### src/rtl/apb4_master_bridge_if.sv
// APB4 bus between one initiator and its slaves.
// The master drives the request signals; the slave returns pready, prdata and pslverr.
interface apb4_master_bridge_if #(
    parameter int ADDR_WIDTH = 32,
    parameter int DATA_WIDTH = 32
);
    logic [ADDR_WIDTH-1:0]   paddr_o;
    logic [2:0]              pprot_o;
    logic                    psel_o;
    logic                    penable_o;
    logic                    pwrite_o;
    logic [DATA_WIDTH-1:0]   pwdata_o;
    logic [DATA_WIDTH/8-1:0] pstrb_o;
    logic                    pready_i;
    logic [DATA_WIDTH-1:0]   prdata_i;
    logic                    pslverr_i;

    modport master (
        output paddr_o, pprot_o, psel_o, penable_o, pwrite_o, pwdata_o, pstrb_o,
        input  pready_i, prdata_i, pslverr_i
    );

    modport slave (
        input  paddr_o, pprot_o, psel_o, penable_o, pwrite_o, pwdata_o, pstrb_o,
        output pready_i, prdata_i, pslverr_i
    );
endinterface

### src/rtl/apb4_master_bridge.sv
// Single-outstanding APB4 initiator: one valid/ready command becomes one SETUP/ACCESS
// transfer, and its completion (or a PREADY timeout) comes back on the response stream.
module apb4_master_bridge #(
    parameter int ADDR_WIDTH = 32,
    parameter int DATA_WIDTH = 32,
    parameter int TIMEOUT    = 255,
    parameter int CNT_WIDTH  = (TIMEOUT > 0) ? $clog2(TIMEOUT + 1) : 1
) (
    input  logic                    clk_i,
    input  logic                    rst_i,

    input  logic                    cmd_valid_i,
    output logic                    cmd_ready_o,
    input  logic                    cmd_write_i,
    input  logic [ADDR_WIDTH-1:0]   cmd_addr_i,
    input  logic [DATA_WIDTH-1:0]   cmd_wdata_i,
    input  logic [DATA_WIDTH/8-1:0] cmd_strb_i,
    input  logic [2:0]              cmd_prot_i,

    output logic                    rsp_valid_o,
    input  logic                    rsp_ready_i,
    output logic [DATA_WIDTH-1:0]   rsp_rdata_o,
    output logic                    rsp_err_o,
    output logic                    rsp_timeout_o,

    apb4_master_bridge_if.master    apb
);

    typedef enum logic [1:0] {
        IDLE   = 2'd0,
        SETUP  = 2'd1,
        ACCESS = 2'd2,
        RESP   = 2'd3
    } state_e;

    localparam bit                   TIMEOUT_EN = (TIMEOUT != 0);
    localparam logic [CNT_WIDTH-1:0] CNT_LAST   = CNT_WIDTH'((TIMEOUT > 0) ? TIMEOUT - 1 : 0);

    state_e                  state_q, state_d;
    logic [CNT_WIDTH-1:0]    wait_cnt_q;
    logic                    expire;

    logic [ADDR_WIDTH-1:0]   addr_q;
    logic [DATA_WIDTH-1:0]   wdata_q;
    logic [DATA_WIDTH/8-1:0] strb_q;
    logic [2:0]              prot_q;
    logic                    write_q;

    logic [DATA_WIDTH-1:0]   rdata_q;
    logic                    err_q;
    logic                    timeout_q;

    // NOTE: every output of this block is given a default before the case so no path leaves it unassigned and no latch is inferred.
    always_comb begin
        state_d       = state_q;
        cmd_ready_o   = 1'b0;
        rsp_valid_o   = 1'b0;
        apb.psel_o    = 1'b0;
        apb.penable_o = 1'b0;
        expire        = 1'b0;
        unique case (state_q)
            IDLE: begin
                // Held low while reset is asserted so nothing is offered to the command stream.
                cmd_ready_o = !rst_i;
                if (cmd_valid_i) state_d = SETUP;
            end
            SETUP: begin
                apb.psel_o = 1'b1;
                state_d    = ACCESS;
            end
            ACCESS: begin
                apb.psel_o    = 1'b1;
                apb.penable_o = 1'b1;
                if (apb.pready_i) begin
                    state_d = RESP;
                end else if (TIMEOUT_EN && wait_cnt_q == CNT_LAST) begin
                    expire  = 1'b1;
                    state_d = RESP;
                end
            end
            RESP: begin
                rsp_valid_o = 1'b1;
                if (rsp_ready_i) state_d = IDLE;
            end
            default: state_d = IDLE;
        endcase
    end

    // NOTE: sequential state uses non-blocking assignments so every register samples pre-edge values.
    always_ff @(posedge clk_i) begin
        if (rst_i) begin
            state_q    <= IDLE;
            wait_cnt_q <= '0;
            addr_q     <= '0;
            wdata_q    <= '0;
            strb_q     <= '0;
            prot_q     <= '0;
            write_q    <= 1'b0;
            rdata_q    <= '0;
            err_q      <= 1'b0;
            timeout_q  <= 1'b0;
        end else begin
            state_q <= state_d;

            if (state_q == IDLE && cmd_valid_i) begin
                addr_q  <= cmd_addr_i;
                wdata_q <= cmd_wdata_i;
                strb_q  <= cmd_write_i ? cmd_strb_i : '0;
                prot_q  <= cmd_prot_i;
                write_q <= cmd_write_i;
            end

            if (state_q == ACCESS) begin
                if (apb.pready_i) begin
                    rdata_q   <= write_q ? '0 : apb.prdata_i;
                    err_q     <= apb.pslverr_i;
                    timeout_q <= 1'b0;
                end else if (expire) begin
                    rdata_q   <= '0;
                    err_q     <= 1'b1;
                    timeout_q <= 1'b1;
                end else begin
                    wait_cnt_q <= wait_cnt_q + 1'b1;
                end
            end

            if (state_q == RESP && rsp_ready_i) wait_cnt_q <= '0;
        end
    end

    // Request fields come straight from the command registers, so they stay put between transfers.
    assign apb.paddr_o  = addr_q;
    assign apb.pwdata_o = wdata_q;
    assign apb.pstrb_o  = strb_q;
    assign apb.pprot_o  = prot_q;
    assign apb.pwrite_o = write_q;

    assign rsp_rdata_o   = rdata_q;
    assign rsp_err_o     = err_q;
    assign rsp_timeout_o = timeout_q;

endmodule

### src/flat_wrapper.sv
// flat-port wrapper written by rule: the top's interface ports become plain ports
module apb4_master_bridge_flat 
#(
    parameter int ADDR_WIDTH = 32,
    parameter int DATA_WIDTH = 32,
    parameter int TIMEOUT    = 255,
    parameter int CNT_WIDTH  = (TIMEOUT > 0) ? $clog2(TIMEOUT + 1) : 1
)
  (clk_i, rst_i, cmd_valid_i, cmd_ready_o, cmd_write_i, cmd_addr_i, cmd_wdata_i, cmd_strb_i, cmd_prot_i, rsp_valid_o, rsp_ready_i, rsp_rdata_o, rsp_err_o, rsp_timeout_o, apb_paddr_o, apb_pprot_o, apb_psel_o, apb_penable_o, apb_pwrite_o, apb_pwdata_o, apb_pstrb_o, apb_pready_i, apb_prdata_i, apb_pslverr_i);
  apb4_master_bridge_if #(.ADDR_WIDTH(ADDR_WIDTH), .DATA_WIDTH(DATA_WIDTH)) apb_i ();
  input  logic clk_i;
  input  logic rst_i;
  input  logic cmd_valid_i;
  output logic cmd_ready_o;
  input  logic cmd_write_i;
  input  logic [ADDR_WIDTH-1:0] cmd_addr_i;
  input  logic [DATA_WIDTH-1:0] cmd_wdata_i;
  input  logic [DATA_WIDTH/8-1:0] cmd_strb_i;
  input  logic [2:0] cmd_prot_i;
  output logic rsp_valid_o;
  input  logic rsp_ready_i;
  output logic [DATA_WIDTH-1:0] rsp_rdata_o;
  output logic rsp_err_o;
  output logic rsp_timeout_o;
  output wire logic [$bits(apb_i.paddr_o)-1:0] apb_paddr_o;
  output wire logic [$bits(apb_i.pprot_o)-1:0] apb_pprot_o;
  output wire logic [$bits(apb_i.psel_o)-1:0] apb_psel_o;
  output wire logic [$bits(apb_i.penable_o)-1:0] apb_penable_o;
  output wire logic [$bits(apb_i.pwrite_o)-1:0] apb_pwrite_o;
  output wire logic [$bits(apb_i.pwdata_o)-1:0] apb_pwdata_o;
  output wire logic [$bits(apb_i.pstrb_o)-1:0] apb_pstrb_o;
  input wire logic [$bits(apb_i.pready_i)-1:0] apb_pready_i;
  input wire logic [$bits(apb_i.prdata_i)-1:0] apb_prdata_i;
  input wire logic [$bits(apb_i.pslverr_i)-1:0] apb_pslverr_i;
  assign apb_paddr_o = apb_i.paddr_o;
  assign apb_pprot_o = apb_i.pprot_o;
  assign apb_psel_o = apb_i.psel_o;
  assign apb_penable_o = apb_i.penable_o;
  assign apb_pwrite_o = apb_i.pwrite_o;
  assign apb_pwdata_o = apb_i.pwdata_o;
  assign apb_pstrb_o = apb_i.pstrb_o;
  assign apb_i.pready_i = apb_pready_i;
  assign apb_i.prdata_i = apb_prdata_i;
  assign apb_i.pslverr_i = apb_pslverr_i;
  apb4_master_bridge #(.ADDR_WIDTH(ADDR_WIDTH), .DATA_WIDTH(DATA_WIDTH), .TIMEOUT(TIMEOUT), .CNT_WIDTH(CNT_WIDTH)) u_core (.clk_i(clk_i), .rst_i(rst_i), .cmd_valid_i(cmd_valid_i), .cmd_ready_o(cmd_ready_o), .cmd_write_i(cmd_write_i), .cmd_addr_i(cmd_addr_i), .cmd_wdata_i(cmd_wdata_i), .cmd_strb_i(cmd_strb_i), .cmd_prot_i(cmd_prot_i), .rsp_valid_o(rsp_valid_o), .rsp_ready_i(rsp_ready_i), .rsp_rdata_o(rsp_rdata_o), .rsp_err_o(rsp_err_o), .rsp_timeout_o(rsp_timeout_o), .apb(apb_i));
endmodule
### config.mk
export PLATFORM = sky130hd
export DESIGN_NAME = apb4_master_bridge_flat
export DESIGN_NICKNAME = d
export VERILOG_FILES = /design/src/rtl/apb4_master_bridge_if.sv /design/src/rtl/apb4_master_bridge.sv /design/src/flat_wrapper.sv
export SDC_FILE = /design/constraint.sdc
export NUM_CORES = 1
export LEC_CHECK = 0
export CAP_MARGIN = 40
export CORE_UTILIZATION = 39
export DETAILED_ROUTE_END_ITERATION = 16
export PLACE_DENSITY = 0.8
export SLEW_MARGIN = 20
export SYNTH_ARGS = -nofsm -noshare
export SYNTH_HDL_FRONTEND = slang
export SYNTH_SLANG_ARGS = --single-unit
### constraint.sdc
create_clock -name clk_i -period 1.9 [get_ports clk_i]
set_input_delay 0.19 -clock clk_i [delete_from_list [all_inputs] [get_ports clk_i]]
set_output_delay 0.19 -clock clk_i [all_outputs]
set_load 0.02 [all_outputs]
# Yosys cells after proc, flatten, opt, wreduce, memory -nomap -nowiden
# Index checks and enable logic that the tools add are counted.
[totals] out_inout_bits=110 word_cells=49 input_bits=110 register_bits=116
[classes] muxes=19 n_addsub=1 n_reduce_logical=10 bitwise=2 n_eq_ne=7
[ops] operator="32-bit 2-to-1 mux" count=3
[ops] operator="1-bit 2-to-1 mux" count=10
[ops] operator="8-bit by 1-bit adder with 8-bit output, second input constant" count=1
[ops] operator="8-bit equality test, second input constant" count=1
[ops] operator="2-bit 2-to-1 mux" count=4
[ops] operator="2-bit one-hot mux with 4 select lines" count=1
[ops] operator="3-bit AND reduction" count=2
[ops] operator="2-bit equality test, second input constant" count=2
[ops] operator="4-bit 2-to-1 mux" count=1
[ops] operator="2-bit != test, second input constant" count=2
[ops] operator="2-bit OR reduction" count=2
[ops] operator="3-bit by 2-bit != test with 1-bit output, second input constant" count=1
[ops] operator="2-bit by 1-bit equality test with 1-bit output, second input constant" count=1
[ops] operator="1-bit logical AND" count=2
[ops] operator="2-bit zero test" count=1
[ops] operator="1-bit NOT" count=2
[ops] operator="2-bit AND reduction" count=1
[ops] operator="2-bit nonzero test" count=1
[ops] operator="1-bit zero test" count=1

# Logic depth before layout (Yosys ltp)
# Gate-level depths: netlist (run 1).
[depth] ltp_word=6 depth_mapped=7 mapped_depth_nobuf=6

# Least setup slack after synthesis (run 1)
# No wires, ideal clock.
[synth_path] path_kind="flip-flop to flip-flop" startpoint="register u_core.state_q[0]" endpoint="register u_core.wait_cnt_q[2]" n_path_buf=0 required_time_ns=1.784 arrival_ns=1.593 path_stages_with_launch=7 synth_period_minus_slack_ns=1.709 setup_slack_ns=0.191 setup_time_ns=0.116 cell_sequence="dfxtp_1 > inv_1 > ha_1 > nand2b_2 > a21oi_1 > a211oi_1 > a31o_2"
[synth_between] elab_chain_len=4 word_cells_on_any_way=7
[synth_rtl] item="start, declared" line_no="apb4_master_bridge.sv:39" text="state_e state_q, state_d;"
[synth_rtl] item="start signal, assigned" line_no="apb4_master_bridge.sv:103" text="state_q <= state_d;"
[synth_rtl] item="2-bit equality test" line_no="apb4_master_bridge.sv:61, apb4_master_bridge.sv:113"
[synth_rtl] item="1-bit 2-to-1 mux" line_no="apb4_master_bridge.sv:61" text="unique case (state_q)"
[synth_rtl] item="1-bit NOT (no source line)"
[synth_rtl] item="3-bit AND reduction (no source line)"
[synth_rtl] item="end signal, assigned" line_no="apb4_master_bridge.sv:123" text="wait_cnt_q <= wait_cnt_q + 1'b1;"
[synth_rtl] item="end, declared" line_no="apb4_master_bridge.sv:40" text="logic [CNT_WIDTH-1:0] wait_cnt_q;"
# Parallel ways exist; a longest one is shown, timed or not.
# A chain may end at the register's enable or synchronous reset.

# Worst setup path in the final report (run 1)
[layout_path] startpoint="register u_core.state_q[1]" endpoint="output port apb_psel_o"
[layout_between] elab_chain_len=3 word_cells_on_any_way=4
[layout_rtl] item="2-bit by 1-bit equality test with 1-bit output / 2-bit equality test (equally long branches)" line_no="apb4_master_bridge.sv:61"
[layout_rtl] item="2-bit OR reduction (no source line) (*)"
[layout_rtl] item="1-bit 2-to-1 mux (*)" line_no="apb4_master_bridge.sv:61"
[layout_rtl] item="end, declared" line_no="flat_wrapper.sv:27" text="output wire logic [$bits(apb_i.psel_o)-1:0] apb_psel_o;"
# Every way passes the cells marked *; elsewhere a longest branch is shown, timed or not.

==> results of run 1 <==
[area by class of cell]
| class | instances | area, um^2 | area share, % |
|---|---|---|---|
| flip-flops and latches | 116 | 2320 | 33.0 |
| repair buffers | 228 | 2310 | 32.7 |
| multi-input cells | 309 | 1670 | 23.7 |
| clock buffers | 24 | 480 | 6.82 |
| well taps | 136 | 170 | 2.41 |
| clock inverters | 5 | 75.1 | 1.07 |
| inverters | 6 | 22.5 | 0.320 |
[worst register-to-register path, stage by stage, from the launching register on]
cell,delay [ns]
dfxtp_1,0.39
inv_1,0.07
ha_1,0.24
and3_4,0.21
a21o_2,0.23
a21oi_2,0.19
buf_12,0.21
a22o_2,0.16
[sequential cells by signal, indices dropped and copies added (netlist names)]
name                  cells
u_core.rsp_timeout_o      1
u_core.wait_cnt_q         8
u_core.apb.pwrite_o       1
u_core.rsp_rdata_o       32
u_core.state_q            2
u_core.apb.pstrb_o        4
u_core.apb.paddr_o       32
u_core.apb.pprot_o        3
u_core.rsp_err_o          1
u_core.apb.pwdata_o      32
[report_power, final]
| group | total, mW | leakage [nW] | internal [mW] | switching (mW) |
|---|---|---|---|---|
| registers | 2.94 | 0.946 | 2.76 | 0.183 |
| logic | 2.43 | 1.43 | 1.11 | 1.32 |
| clock network | 3.00 | 0.277 | 1.97 | 1.03 |
[worst max-delay path by stage]
stage                                 startpoint                                  end  slack (ns)  cells past startpoint
2_1_floorplan     u_core.state_q[0]$_SDFFE_PP0P_    u_core.wait_cnt_q[2]$_SDFFE_PP0P_        0.19                      6
3_3_place_gp   u_core.wait_cnt_q[0]$_SDFFE_PP0P_  u_core.rsp_rdata_o[21]$_SDFFE_PP0P_        0.24                      7
3_5_place_dp   u_core.wait_cnt_q[0]$_SDFFE_PP0P_  u_core.rsp_rdata_o[19]$_SDFFE_PP0P_        0.18                      7
4_1_cts           u_core.state_q[0]$_SDFFE_PP0P_                          cmd_ready_o        0.02                      5
5_1_grt           u_core.state_q[1]$_SDFFE_PP0P_                           apb_psel_o        0.01                      3
6_report          u_core.state_q[1]$_SDFFE_PP0P_                           apb_psel_o        0.06                      3
[timing repair]
action | 4_1_cts | 5_1_grt
hold buffers | 1 | 0
endpoints found under the hold margin | 2 | 0
gates cloned | 0 | 0
endpoints found under the setup margin | 4 | 2
gates resized for setup | 7 | 3
setup buffers | 0 | 0
[stage by stage]
stage	area [um^2]	util (%)	std cells
after global routing	7050	68.3	824
after CTS	7040	68.2	824
after floorplan	4170	-	462
after global placement	6480	62.7	794
final	7050	68.3	824
after detailed placement	6480	62.7	794
[cell usage after synthesis, types with 3 or more instances]
master | n | area (um^2)
a211oi_1 | 3 | 22.5
a21oi_1 | 79 | 395
a22o_1 | 5 | 43.8
a22o_2 | 27 | 270
buf_2 | 3 | 15.0
buf_6 | 4 | 45.0
clkbuf_1 | 20 | 75.1
dfxtp_1 | 116 | 2320
ha_1 | 6 | 75.1
inv_1 | 6 | 22.5
nand2_1 | 143 | 537
nand3_1 | 7 | 35.0
nor2_1 | 8 | 30.0
nor3_1 | 4 | 20.0
[cells by family after synthesis]
kind of cell,Yosys count
simple gates,172
compound gates,128
flops,116
buf+inv,37
fa+ha+maj,6
xor+xnor,3
[per-layer routing]
| metal | up-vias | GRT usage, % | routed length, um |
|---|---|---|---|
| li1 | 2002 | - | - |
| met1 | 1969 | 24.9 | 4890 |
| met2 | 198 | 40.6 | 6430 |
| met3 | 15 | 9.96 | 1120 |
| met4 | 0 | 7.65 | 186 |
| met5 | - | 0 | 0 |
==> impl_metrics.json, run 1 <==
{
  "grt_max_degree": 73,
  "drt-initial-drc-count": 217,
  "period_share_pct": 96.7,
  "hold_viol": 0,
  "drtPass1Iterations": 5,
  "design.core.area_mm2": 0.0103,
  "rr_startpoint": "u_core.wait_cnt_q[0]$_SDFFE_PP0P_",
  "synth-seq-cells": 116,
  "rsz0062_at_grt": "no",
  "synth_xor_area_share_pct": 0.630,
  "grt_util_all_layers_pct": 23.1,
  "yosys.area_share.simple_pct": 17.0,
  "final_cell_mix": "214 x clkdlybuf4s50_1, 142 x nand2_1, 116 x dfxtp_1, 79 x a21oi_1, 27 x a22o_2",
  "hp-start": "cmd_wdata_i[30]",
  "ant_nets": 0,
  "reg2reg_depth": 7,
  "synthCells": 462,
  "cap_violations": 0,
  "syn_nets": 578,
  "min_to": "u_core.apb.pwdata_o[30]$_SDFFE_PP0P_",
  "slew_headroom_pct": 49.6,
  "fmax_mhz": 544,
  "areaGrowthSynthToFinish_pct": 69.0,
  "synth_area_per_cell_um2": 9.03,
  "power_leakage_nw": 2.65,
  "final_common_cell": "clkdlybuf4s50_1",
  "timing.rr.end": "u_core.rsp_rdata_o[24]$_SDFFE_PP0P_",
  "synth_compound_area_share_pct": 20.2,
  "hp-class": "in2reg",
  "critPathCaptureType": "output pin",
  "initial_core_util_pct": 40.4,
  "yosysUniqueCellTypes": 40,
  "gp_congestion": 0.791,
  "die_w_um": 105,
  "drive_gt1_share_pct": 11.2,
  "period_needed_ns": 1.84,
  "antenna_cells": 0,
  "finalPower_mw": 8.38,
  "cts_tree": "yes",
  "antenna_found_initial": 0,
  "drc": 0,
  "hold_path_depth": 3,
  "cts_buffer_depth": 2,
  "cts_made_buffers": 17,
  "synth.yosys.seq_area_share_pct": 55.7,
  "fin_skew_ns": 0.00770,
  "maxSlewViolCount": 0,
  "io_buffers": 219,
  "clk_pin_slew_worst_paths_ns": 0.06,
  "cp_slowest_cell": "dfxtp_1",
  "muxShareOfSynthArea_pct": 0,
  "setup_violations": 0,
  "cts_root_buffer": "clkbuf_8",
  "numClockSinks": 116,
  "hpwl_um": 8670,
  "synthAdderAreaFrac_pct": 1.80,
  "setup_tns_ns": 0,
  "wl_per_cell_um": 15.3,
  "die-area_mm2": 0.0111,
  "cp-start-kind": "flip-flop",
  "cp.required_ns": 1.71,
  "syn_area_mm2": 0.00417,
  "power_density_mw_per_mm2": 1190,
  "timing.hold.ws_ns": 0.221,
  "status": "finished, final reports clean",
  "yosysWarningCount": 0,
  "crit_buf_inv": 2,
  "final.setup.worst_slack_ns": 0.0628,
  "routed_wl_um": 12600,
  "synth-async-reset-ratio_pct": 0,
  "htree_levels": 4,
  "synth_top_family_by_area": "compound AO/OA/AOI/OAI gates",
  "critPathKind": "reg2out",
  "critPathArrivalTime_ns": 1.65,
  "worstPathCellList": "inv_1 > ha_2 > clkdlybuf4s15_1",
  "tightestPinTransition_ns": 0.755,
  "cp_slowest_stage_delay_ns": 0.39,
  "via_count": 4184,
  "final.fill_count": 781,
  "io_pins": 220,
  "clk_latency_ns": 0.51,
  "grt_pass1_wl_um": 20100,
  "r2r_slack_ns": 0.16,
  "synth_enable_flop_cells": 0,
  "crit_family": "buffers and inverters",
  "worstPathMaxFanout": 4,
  "ys.flop_type": "dfxtp_1",
  "pre_cts_ws_ns": 0.181,
  "gr-total-overflow": 0,
  "die_h_um": 105,
  "grt_pass1_vias": 4214,
  "ir_drop_mv": 0.612,
  "fin_nets": 794,
  "via_per_inst": 5.08,
  "row_count": 37
}
No activity file was read; power rests on OpenSTA's default activity.
==> run 2: changes to the inputs <==
--- a/config.mk
+++ b/config.mk
@@ -8,6 +8,7 @@
 export CAP_MARGIN = 40
 export CORE_UTILIZATION = 39
 export DETAILED_ROUTE_END_ITERATION = 16
+export GPL_TIMING_DRIVEN = 1
 export PLACE_DENSITY = 0.8
 export SLEW_MARGIN = 20
 export SYNTH_ARGS = -nofsm -noshare
==> results of run 2 <==
Final layout, timing and power as in run 1 (identical DEF).
==> run 3: changes to the inputs <==
--- a/config.mk
+++ b/config.mk
@@ -8,9 +8,10 @@
 export CAP_MARGIN = 40
 export CORE_UTILIZATION = 39
 export DETAILED_ROUTE_END_ITERATION = 16
+export GPL_ROUTABILITY_DRIVEN = 0
 export GPL_TIMING_DRIVEN = 1
 export PLACE_DENSITY = 0.8
-export SLEW_MARGIN = 20
+export SLEW_MARGIN = 10
 export SYNTH_ARGS = -nofsm -noshare
 export SYNTH_HDL_FRONTEND = slang
 export SYNTH_SLANG_ARGS = --single-unit
==> results of run 3 <==
Final layout, timing and power as in run 1 (identical DEF).
